**src/rtl/psram_burst_writer_if.sv**
```systemverilog
// Stream input and PSRAM controller write-side signals of the burst writer.
interface psram_burst_writer_if;
    logic [63:0] s_data;
    logic        s_valid;
    logic        s_ready;
    logic        psram_init_calib;
    logic        psram_cmd;
    logic        psram_cmd_en;
    logic [20:0] psram_addr;
    logic [63:0] psram_wr_data;
    logic [7:0]  psram_data_mask;

    // Burst writer side: consumes the stream, drives the controller
    modport master (
        input  s_data, s_valid, psram_init_calib,
        output s_ready, psram_cmd, psram_cmd_en, psram_addr, psram_wr_data, psram_data_mask
    );

    // Environment side: stream producer and PSRAM controller
    modport slave (
        output s_data, s_valid, psram_init_calib,
        input  s_ready, psram_cmd, psram_cmd_en, psram_addr, psram_wr_data, psram_data_mask
    );
endinterface

```
**src/rtl/psram_burst_writer.sv**
```systemverilog
// psram_burst_writer: buffers a 64-bit word stream in a FIFO and writes it to
// the Gowin PSRAM HS controller as fixed-length bursts at incrementing
// addresses, with a flush that pads the last partial burst with masked beats.
module psram_burst_writer #(
    parameter int          BURST_WORDS  = 16,
    parameter int          ADDR_STEP    = 32,
    parameter int          CMD_INTERVAL = 27,
    parameter int          FIFO_DEPTH   = 32,
    parameter logic [20:0] ADDR_LIMIT   = 21'h1FFFE0
) (
    input  logic                 sys_clk,
    input  logic                 sys_rst_n,
    input  logic                 start,
    input  logic [20:0]          base_addr,
    input  logic                 flush,
    output logic                 busy,
    output logic                 flush_done,
    output logic [15:0]          burst_count,
    psram_burst_writer_if.master bus
);
    localparam int PTR_W  = $clog2(FIFO_DEPTH);
    localparam int CNT_W  = PTR_W + 1;
    localparam int BEAT_W = $clog2(BURST_WORDS) + 1;
    localparam int GAP_W  = $clog2(CMD_INTERVAL) + 1;

    localparam logic [BEAT_W-1:0] BEATS       = BEAT_W'(BURST_WORDS);
    localparam logic [CNT_W-1:0]  CNT_BURST   = CNT_W'(BURST_WORDS);
    localparam logic [CNT_W-1:0]  CNT_DEPTH   = CNT_W'(FIFO_DEPTH);
    localparam logic [GAP_W-1:0]  GAP_LOAD    = GAP_W'(CMD_INTERVAL - 1);
    localparam logic [21:0]       ADDR_STEP_W = 22'(ADDR_STEP);
    localparam logic [21:0]       LIMIT_W     = {1'b0, ADDR_LIMIT};

    typedef enum logic [1:0] {
        IDLE     = 2'd0,
        WAIT_CAL = 2'd1,
        ARMED    = 2'd2,
        BURST    = 2'd3
    } state_t;

    state_t state, state_nxt;

    logic [63:0]       fifo_mem [FIFO_DEPTH];
    logic [PTR_W-1:0]  rd_ptr, wr_ptr;
    logic [CNT_W-1:0]  fifo_count, count_nxt;
    logic [BEAT_W-1:0] beat_idx;     // beats already placed on the output registers
    logic [BEAT_W-1:0] burst_fill;   // beats of the current burst that carry FIFO words
    logic [GAP_W-1:0]  gap_cnt;
    logic              flush_pending;
    logic [20:0]       wr_addr, base_reg;
    logic [21:0]       addr_sum;

    logic              start_go, push, pop, launch, burst_end, flush_complete;
    logic              pending_eff, cnt_ge_burst;
    logic [BEAT_W-1:0] fill_now, beat_p0, fill_p0;
    logic              vld_p0;
    logic              cmd_en_p0, busy_p0, flush_done_p0, s_ready_p0;
    logic [20:0]       addr_p0;
    logic [63:0]       data_p0;
    logic [7:0]        mask_p0;

    // Control decode shared by the FSM, the FIFO and the output stage.
    // A flush arriving this cycle counts as pending so an empty flush completes at once.
    always_comb begin
        start_go       = (state == IDLE) && start;
        pending_eff    = flush_pending || (flush && (state != IDLE));
        cnt_ge_burst   = (fifo_count >= CNT_BURST);
        fill_now       = cnt_ge_burst ? BEATS : BEAT_W'(fifo_count);
        launch         = (state == ARMED) && (gap_cnt == '0) &&
                         (cnt_ge_burst || (pending_eff && (fifo_count != '0)));
        flush_complete = (state == ARMED) && pending_eff && (fifo_count == '0);
        burst_end      = (state == BURST) && (beat_idx == BEATS);
        vld_p0         = launch || ((state == BURST) && (beat_idx != BEATS));
        beat_p0        = launch ? '0 : beat_idx;
        fill_p0        = launch ? fill_now : burst_fill;
        pop            = vld_p0 && (beat_p0 < fill_p0);
        push           = bus.s_valid && bus.s_ready && (state != IDLE);
        addr_sum       = {1'b0, wr_addr} + ADDR_STEP_W;
    end

    // FIFO occupancy after this cycle; start empties the FIFO
    always_comb begin
        count_nxt = fifo_count;
        if (start_go) begin
            count_nxt = '0;
        end else if (push && !pop) begin
            count_nxt = fifo_count + CNT_W'(1);
        end else if (pop && !push) begin
            count_nxt = fifo_count - CNT_W'(1);
        end
    end

    // FSM state register
    always_ff @(posedge sys_clk or negedge sys_rst_n) begin
        if (!sys_rst_n) begin
            state <= IDLE;
        end else begin
            state <= state_nxt;
        end
    end

    // FSM next-state logic
    always_comb begin
        state_nxt = state;
        case (state)
            IDLE:     if (start_go) state_nxt = WAIT_CAL;
            WAIT_CAL: if (bus.psram_init_calib) state_nxt = ARMED;
            ARMED: begin
                if (flush_complete) begin
                    state_nxt = IDLE;
                end else if (launch) begin
                    state_nxt = BURST;
                end
            end
            BURST:    if (burst_end) state_nxt = ARMED;
            default:  state_nxt = IDLE;
        endcase
    end

    // FSM output logic: next values for the registered controller-side outputs.
    // Command and beat 0 share a cycle; beats past the fill are masked padding.
    always_comb begin
        cmd_en_p0     = 1'b0;
        addr_p0       = '0;
        data_p0       = '0;
        mask_p0       = '0;
        if (launch) begin
            cmd_en_p0 = 1'b1;
            addr_p0   = wr_addr;
        end
        if (vld_p0) begin
            if (pop) begin
                data_p0 = fifo_mem[rd_ptr];
            end else begin
                mask_p0 = 8'hFF;
            end
        end
        busy_p0       = (state_nxt != IDLE);
        flush_done_p0 = flush_complete;
        s_ready_p0    = (count_nxt < CNT_DEPTH);
    end

    // ---- output register stage ----
    // Registered outputs; reset forces every output to 0 immediately
    always_ff @(posedge sys_clk or negedge sys_rst_n) begin
        if (!sys_rst_n) begin
            bus.psram_cmd       <= 1'b0;
            bus.psram_cmd_en    <= 1'b0;
            bus.psram_addr      <= '0;
            bus.psram_wr_data   <= '0;
            bus.psram_data_mask <= '0;
            bus.s_ready         <= 1'b0;
            busy                <= 1'b0;
            flush_done          <= 1'b0;
        end else begin
            bus.psram_cmd       <= cmd_en_p0;
            bus.psram_cmd_en    <= cmd_en_p0;
            bus.psram_addr      <= addr_p0;
            bus.psram_wr_data   <= data_p0;
            bus.psram_data_mask <= mask_p0;
            bus.s_ready         <= s_ready_p0;
            busy                <= busy_p0;
            flush_done          <= flush_done_p0;
        end
    end

    // FIFO pointers, burst sequencing, command gap, address walk and flush tracking
    always_ff @(posedge sys_clk or negedge sys_rst_n) begin
        if (!sys_rst_n) begin
            rd_ptr        <= '0;
            wr_ptr        <= '0;
            fifo_count    <= '0;
            beat_idx      <= '0;
            burst_fill    <= '0;
            gap_cnt       <= '0;
            flush_pending <= 1'b0;
            wr_addr       <= '0;
            base_reg      <= '0;
            burst_count   <= '0;
        end else begin
            fifo_count <= count_nxt;
            if (start_go) begin
                rd_ptr      <= '0;
                wr_ptr      <= '0;
                gap_cnt     <= '0;
                wr_addr     <= base_addr;
                base_reg    <= base_addr;
                burst_count <= '0;
            end else begin
                if (push) begin
                    wr_ptr <= wr_ptr + PTR_W'(1);
                end
                if (pop) begin
                    rd_ptr <= rd_ptr + PTR_W'(1);
                end
                if (launch) begin
                    gap_cnt <= GAP_LOAD;
                end else if (gap_cnt != '0) begin
                    gap_cnt <= gap_cnt - GAP_W'(1);
                end
                if (burst_end) begin
                    burst_count <= burst_count + 16'd1;
                    wr_addr     <= (addr_sum >= LIMIT_W) ? base_reg : addr_sum[20:0];
                end
            end
            if (launch) begin
                beat_idx   <= BEAT_W'(1);
                burst_fill <= fill_now;
            end else if ((state == BURST) && (beat_idx != BEATS)) begin
                beat_idx <= beat_idx + BEAT_W'(1);
            end
            if (start_go || flush_complete) begin
                flush_pending <= 1'b0;
            end else if (flush && (state != IDLE)) begin
                flush_pending <= 1'b1;
            end
        end
    end

    // FIFO storage write port; contents need no reset
    always_ff @(posedge sys_clk) begin
        if (push) begin
            fifo_mem[wr_ptr] <= bus.s_data;
        end
    end
endmodule
```
**src/flat_wrapper.sv**
```systemverilog
// flat-port wrapper written by rule: the top's interface ports become plain ports
module psram_burst_writer_flat 
#(
    parameter int          BURST_WORDS  = 16,
    parameter int          ADDR_STEP    = 32,
    parameter int          CMD_INTERVAL = 27,
    parameter int          FIFO_DEPTH   = 32,
    parameter logic [20:0] ADDR_LIMIT   = 21'h1FFFE0
)
  (sys_clk, sys_rst_n, start, base_addr, flush, busy, flush_done, burst_count, bus_s_data, bus_s_valid, bus_psram_init_calib, bus_s_ready, bus_psram_cmd, bus_psram_cmd_en, bus_psram_addr, bus_psram_wr_data, bus_psram_data_mask);
  psram_burst_writer_if bus_i ();
  input  logic sys_clk;
  input  logic sys_rst_n;
  input  logic start;
  input  logic [20:0] base_addr;
  input  logic flush;
  output logic busy;
  output logic flush_done;
  output logic [15:0] burst_count;
  input wire logic [$bits(bus_i.s_data)-1:0] bus_s_data;
  input wire logic [$bits(bus_i.s_valid)-1:0] bus_s_valid;
  input wire logic [$bits(bus_i.psram_init_calib)-1:0] bus_psram_init_calib;
  output wire logic [$bits(bus_i.s_ready)-1:0] bus_s_ready;
  output wire logic [$bits(bus_i.psram_cmd)-1:0] bus_psram_cmd;
  output wire logic [$bits(bus_i.psram_cmd_en)-1:0] bus_psram_cmd_en;
  output wire logic [$bits(bus_i.psram_addr)-1:0] bus_psram_addr;
  output wire logic [$bits(bus_i.psram_wr_data)-1:0] bus_psram_wr_data;
  output wire logic [$bits(bus_i.psram_data_mask)-1:0] bus_psram_data_mask;
  assign bus_i.s_data = bus_s_data;
  assign bus_i.s_valid = bus_s_valid;
  assign bus_i.psram_init_calib = bus_psram_init_calib;
  assign bus_s_ready = bus_i.s_ready;
  assign bus_psram_cmd = bus_i.psram_cmd;
  assign bus_psram_cmd_en = bus_i.psram_cmd_en;
  assign bus_psram_addr = bus_i.psram_addr;
  assign bus_psram_wr_data = bus_i.psram_wr_data;
  assign bus_psram_data_mask = bus_i.psram_data_mask;
  psram_burst_writer #(.BURST_WORDS(BURST_WORDS), .ADDR_STEP(ADDR_STEP), .CMD_INTERVAL(CMD_INTERVAL), .FIFO_DEPTH(FIFO_DEPTH), .ADDR_LIMIT(ADDR_LIMIT)) u_core (.sys_clk(sys_clk), .sys_rst_n(sys_rst_n), .start(start), .base_addr(base_addr), .flush(flush), .busy(busy), .flush_done(flush_done), .burst_count(burst_count), .bus(bus_i));
endmodule
```
**config.mk**
```make
export PLATFORM = sky130hd
export DESIGN_NAME = psram_burst_writer_flat
export DESIGN_NICKNAME = d
export VERILOG_FILES = /design/src/rtl/psram_burst_writer_if.sv /design/src/rtl/psram_burst_writer.sv /design/src/flat_wrapper.sv
export SDC_FILE = /design/constraint.sdc
export NUM_CORES = 2
export LEC_CHECK = 0
export CAP_MARGIN = 20
export CORE_UTILIZATION = 40
export DETAILED_ROUTE_END_ITERATION = 12
export PLACE_DENSITY = 0.56
export SLEW_MARGIN = 20
export SYNTH_ARGS = -nofsm -noshare
export SYNTH_HDL_FRONTEND = slang
export SYNTH_SLANG_ARGS = --single-unit
```
**constraint.sdc**
```tcl
create_clock -name sys_clk -period 6.8 [get_ports sys_clk]
set_input_delay 1.02 -clock sys_clk [delete_from_list [all_inputs] [get_ports sys_clk]]
set_output_delay 1.02 -clock sys_clk [all_outputs]
set_load 0.05 [all_outputs]
```
; Word-level counts from Yosys, hierarchy flattened
; Memory sizes are Yosys's and may differ from the RTL's.
; Index checks and enable logic that the tools add are counted.
[word_totals]
reg_bits = 190
word_cells = 105
ram_bits = 2048
memories = 1
out_inout_bits = 114
in_bits = 91
[op_classes]
eq_ne = 5
mux = 36
add_sub_neg = 8
n_lt_le_gt_ge = 4
n_reduce_logical = 33
[mem_list]
columns = memory, words, width, read_ports, rd_ports_with_merged_regs, write_ports, line
row1 = u_core.fifo_mem, 32, 64, 1, 0, 1, psram_burst_writer.sv:42  ; logic [63:0] fifo_mem [FIFO_DEPTH];
[ops]
columns = op, n
row1 = $mux W64, 2
row2 = $mux W21, 4
row3 = $mux W5, 9
row4 = $mux W6, 6
row5 = $mux W16, 2
row6 = $add A21 B6 Y22 const B, 1
row7 = $ge A22 B21 Y1 const B, 1
row8 = $add A16 B1 Y16 const B, 1
row9 = $mux W8, 2
row10 = $add A5 B1 Y5 const B, 3
row11 = $logic_and A1 B1 Y1, 14
row12 = $reduce_bool A2 Y1, 7
row13 = $logic_not A6 Y1, 2
row14 = $reduce_bool A6 Y1, 2
row15 = $sub A6 B1 Y6 const B, 2
row16 = $mux W2, 5
row17 = $pmux W2 S4, 1
row18 = $add A6 B1 Y6 const B, 1
row19 = $ge A6 B5 Y1 const B, 1
row20 = $lt A6 B6 Y1 const B, 1
row21 = $eq A5 B5 Y1 const B, 1
row22 = $lt A5 B5 Y1, 1
row23 = $mux W1, 5
row24 = $ne A5 B5 Y1 const B, 1
row25 = 6 further kinds, 11

; Logic depth before layout (Yosys ltp)
[depth]
depth_word = 14
ltp_mapped = 24
depth_no_buf = 21

; Worst setup path before layout
; OpenSTA, ideal clock, no wires.
[synth_timing]
path_kind = input -> register
startpoint = in bus_s_valid
endpoint = mem u_core.fifo_mem[23][0] (enable)
arrival_ps = 6388
path_stages = 4
setup_ps = 578
n_path_buf = 1
path_slack_ps = -166
required_time_ps = 6222
path_cell_list = and3_1 clkbuf_1 nand3_1 nor3b_1
[synth_between]
elab_chain_cells = 4
[synth_rtl]
columns = element, line
row1 = start: declaration, flat_wrapper.sv:21  ; input wire logic [$bits(bus_i.s_valid)-1:0] bus_s_valid;
row2 = $logic_and A1 B1 Y1 (2 in series), psram_burst_writer.sv:76  ; push = bus.s_valid && bus.s_ready && (state != IDLE);
row3 = $mux W1, psram_burst_writer.sv:221  ; if (push) begin
row4 = $mux W1 (implied by the code), psram_burst_writer.sv:222  ; fifo_mem[wr_ptr] <= bus.s_data;
row5 = end: declaration, psram_burst_writer.sv:42
; Every way passes these cells.

; Final worst setup path
[layout_timing]
startpoint = reg u_core.fifo_count[0]
endpoint = reg u_core.fifo_count[5]
[layout_between]
elab_chain_cells = 11
elab_cells_between_ends = 19
cone_classes = 2 x add/sub / 2 x order compare / 6 x mux / 9 x reduce/logical
[layout_rtl]
columns = element, line
row1 = start: declaration, psram_burst_writer.sv:44  ; logic [CNT_W-1:0] fifo_count, count_nxt;
row2 = start signal: assignment, psram_burst_writer.sv:180  ; fifo_count <= count_nxt;
row3 = branches (longest 9 deep; another with $ge A6 B5 Y1), --
row4 = $mux W6 (*), psram_burst_writer.sv:85  ; end else if (push && !pop) begin
row5 = $mux W6 (*), psram_burst_writer.sv:83  ; if (start_go) begin
row6 = named net u_core.count_nxt[5], psram_burst_writer.sv:44
; Mark *: on every way through the listed nets, which the timed path passes.
; A chain may end at the register's enable or synchronous reset.

==> metrics <==
clock-pin slew of the registers on the worst-case setup and hold paths=0.06 ns; Starting Density=40.2%; Synth top area share=72.2%; Placed Area=91,400 um^2; routed length on met1=91,600 um; die width=464 um; Max Slew Vio Count=0; largest family of logic cells by synthesized area=multiplexers; Crit path max-delay family=simple AND/OR/NAND/NOR gates; Hold Path Class=input pin to asynchronous set/reset pin; first drt pass iteration count=5; Final Hold Viols=0; routed wire length=211,000 um; maximum vdd drop=365 uV; CP max stage cell=a211o_2; initial antenna violation count=16; dpl hpwl=110,000 um; io pins=205; final period utilization=79.5%; biggest regs=u_core.fifo_mem: 2048 flops, u_core.bus.psram_wr_data: 64 flops; Reg2Reg Depth=22; GPL Wtd Cong=0.762; critical path class=flop to flop; Root Buffer=clkbuf_16; vias in the first global route=40,700; crit-path most repeated cell=ha_1; setup bufs post-CTS=0; critical path arrival=6.21 ns; core region area=212,000 um^2; total global-route track usage=19.7%; Mean Syn Cell Area=23.0 um^2; CTS tree=done; Setup Viol. Count Final=0; Commonest cells post-synth=edfxtp_1 (2,048), mux4_2 (640), dfrtp_1 (183); Die H=464 um; max reg flops=2,048; multiplexer share of the synthesized area=17.8%; area delta synth->final=15.6%; Clock Latency Late Sink=0.88 ns; fmax=0.185 GHz; first-pass GRT wire length=302,000 um; RR Startpoint=u_core.fifo_count[0]; Yosys reg bits=2,231; 1st-iter DRT viols=3,983; adder-cell area share of the yosys netlist=0.279%; Resize count post-CTS=0; WL/cell=29.8 um; nets=4,146; Warnings, synthesis=0; Slew Limit Headroom=26.3%; Lkg Pwr=31.1 nW; Placed Instances=6,627; Synth Area in XOR/XNOR=0.360%; Worst Max-Slew Pin Slew=1.10 ns; CTS sink cnt=2,231; share of cells above drive strength 1=27.5%; Synth Area in Compound Gates=0.863%; IO Port Bufs=204; cell breakdown of the critical path=inv_1 -> ha_1 -> nor3b_1 -> o21bai_1 -> a211o_2 -> inv_1 -> buf_4 -> nand3_1 -> and2_1 -> ha_1 -> a2111oi_0 -> buf_4 -> and3_1 -> a221oi_2 -> or2_4 -> ha_1 -> nor2b_1 -> nand2_1 -> or3_1 -> o21ai_0 -> xor2_1 -> and2_1; Largest Register=u_core.fifo_mem; startpoint types=flop; final setup margin=1.39 ns; grt ovf=0; fill count=17,500; Gate Count Post-Synth=3,702; Post-Synth Simple-Gate Area=2.06%; Post-synth EDFFs=2,048; DIE AREA=215,000 um^2; clock tree buffer depth=3; Post-Layout Cell Count=7,061; H-tree depth=4; FP Rows=169; Synth area leader=edfxtp_1; skew final=0.0831 ns; met3 WL=12,800 um; fin util=46.5%; synth top area cells=edfxtp_1 (72%), mux4_2 (17%), dfrtp_1 (5.4%), mux2i_1 (0.83%), nor2_1 (0.67%); r2r endpoint=u_core.fifo_count[5]; register-to-register setup slack=1.39 ns; asr flop ratio synth=8.20%; detail-routed via count per cell=5.56; PwrDens=388 nW/um^2; TritonCTS buffer count=227; Mapped Area=85,200 um^2; WP buf/inv=4; Place WS=0.811 ns; post-route cell area=98,500 um^2; drt drc=0; pin count of the biggest net entering global routing=127; Vias=39,200; outcome=complete, no violations; critical path capture point type=flop; crit path time final=5.41 ns; Critical Path Fanout Max=33; slowest stage delay, CP=0.48 ns; count leader, synth=edfxtp_1; Detail Route Antenna Nets=0; CP required=7.60 ns; DR top layer=met5; Setup TNS=0 ns; Main synth FF type=edfxtp_1; net count after synthesis=3,812; Max Cap Viol=0; # hold bufs at CTS=0; Distinct cells, synth=72; post-synthesis sequential area ratio=77.5%; met2 wire len=102,000 um; RSZ-0062 raised after global routing=false
-- kinds of logic after synthesis --
| logic type | count (synthesis) |
|---|---|
| AO/OA/AOI/OAI | 102 |
| AND/OR/NAND/NOR | 377 |
| flip-flops | 2231 |
| adder cells (fa/ha/maj) | 19 |
| XOR/XNOR | 35 |
| multiplexers | 716 |
| buffers and inverters | 222 |
-- layer usage --
metal  up-vias  GRT usage [%]
met5         -              0
met4        16           4.29
met3       263           3.83
met2      1273           31.4
met1     21400           28.1
li1      16200              -
-- how the worst max path moves through the flow --
stage                    startpoint  slack (ns)  cells after the start               endpoint
2_1_floorplan           bus_s_valid        0.20                      4  u_core.fifo_mem[7][0]
3_3_place_gp                  flush        0.82                     21     u_core.bus.s_ready
3_5_place_dp                  flush        0.81                     21   u_core.fifo_count[5]
4_1_cts        u_core.fifo_count[0]        1.40                     22   u_core.fifo_count[5]
5_1_grt        u_core.fifo_count[0]        0.98                     22   u_core.fifo_count[5]
6_report       u_core.fifo_count[0]        1.39                     22   u_core.fifo_count[5]
-- final cells by class --
| class | instances | area (um^2) | area share, % |
|---|---|---|---|
| Antenna cell | 5 | 12.5 | 0.0127 |
| Sequential cell | 2231 | 66100 | 67.1 |
| Timing Repair Buffer | 304 | 3110 | 3.16 |
| Clock buffer | 324 | 6310 | 6.40 |
| Inverter | 23 | 86.3 | 0.0876 |
| Clock inverter | 104 | 913 | 0.927 |
| Multi-Input combinational cell | 1249 | 18500 | 18.7 |
| Tap cell | 2821 | 3530 | 3.58 |
-- where the power goes --
part           switching [mW]  internal [mW]
clock                    5.28           6.74
combinational            5.22           4.58
sequential              0.588           15.8
total                    11.1           27.1
-- per-stage QoR --
stage	hold WS (ns)	power [mW]
2_1_floorplan	0.440	23.5
3_3_place_gp	0.452	26.7
3_5_place_dp	0.462	26.7
4_1_cts	0.141	38.8
5_1_grt	0.189	39.8
6_report	0.169	38.2
-- placed cells by master (no fill, tap or decap), types with 47 or more instances in the layout --
master | netlist | routed
buf_4 | 8 | 62
mux4_2 | 640 | 640
nor2_1 | 152 | 122
edfxtp_1 | 2048 | 2048
clkbuf_16 | 0 | 229
clkinv_2 | 0 | 47
clkbuf_1 | 120 | 73
nand2_1 | 95 | 95
mux2i_1 | 71 | 71
clkdlybuf4s50_1 | 0 | 174
dfrtp_1 | 183 | 178
Note: power is estimated with default switching activity, not from simulation.
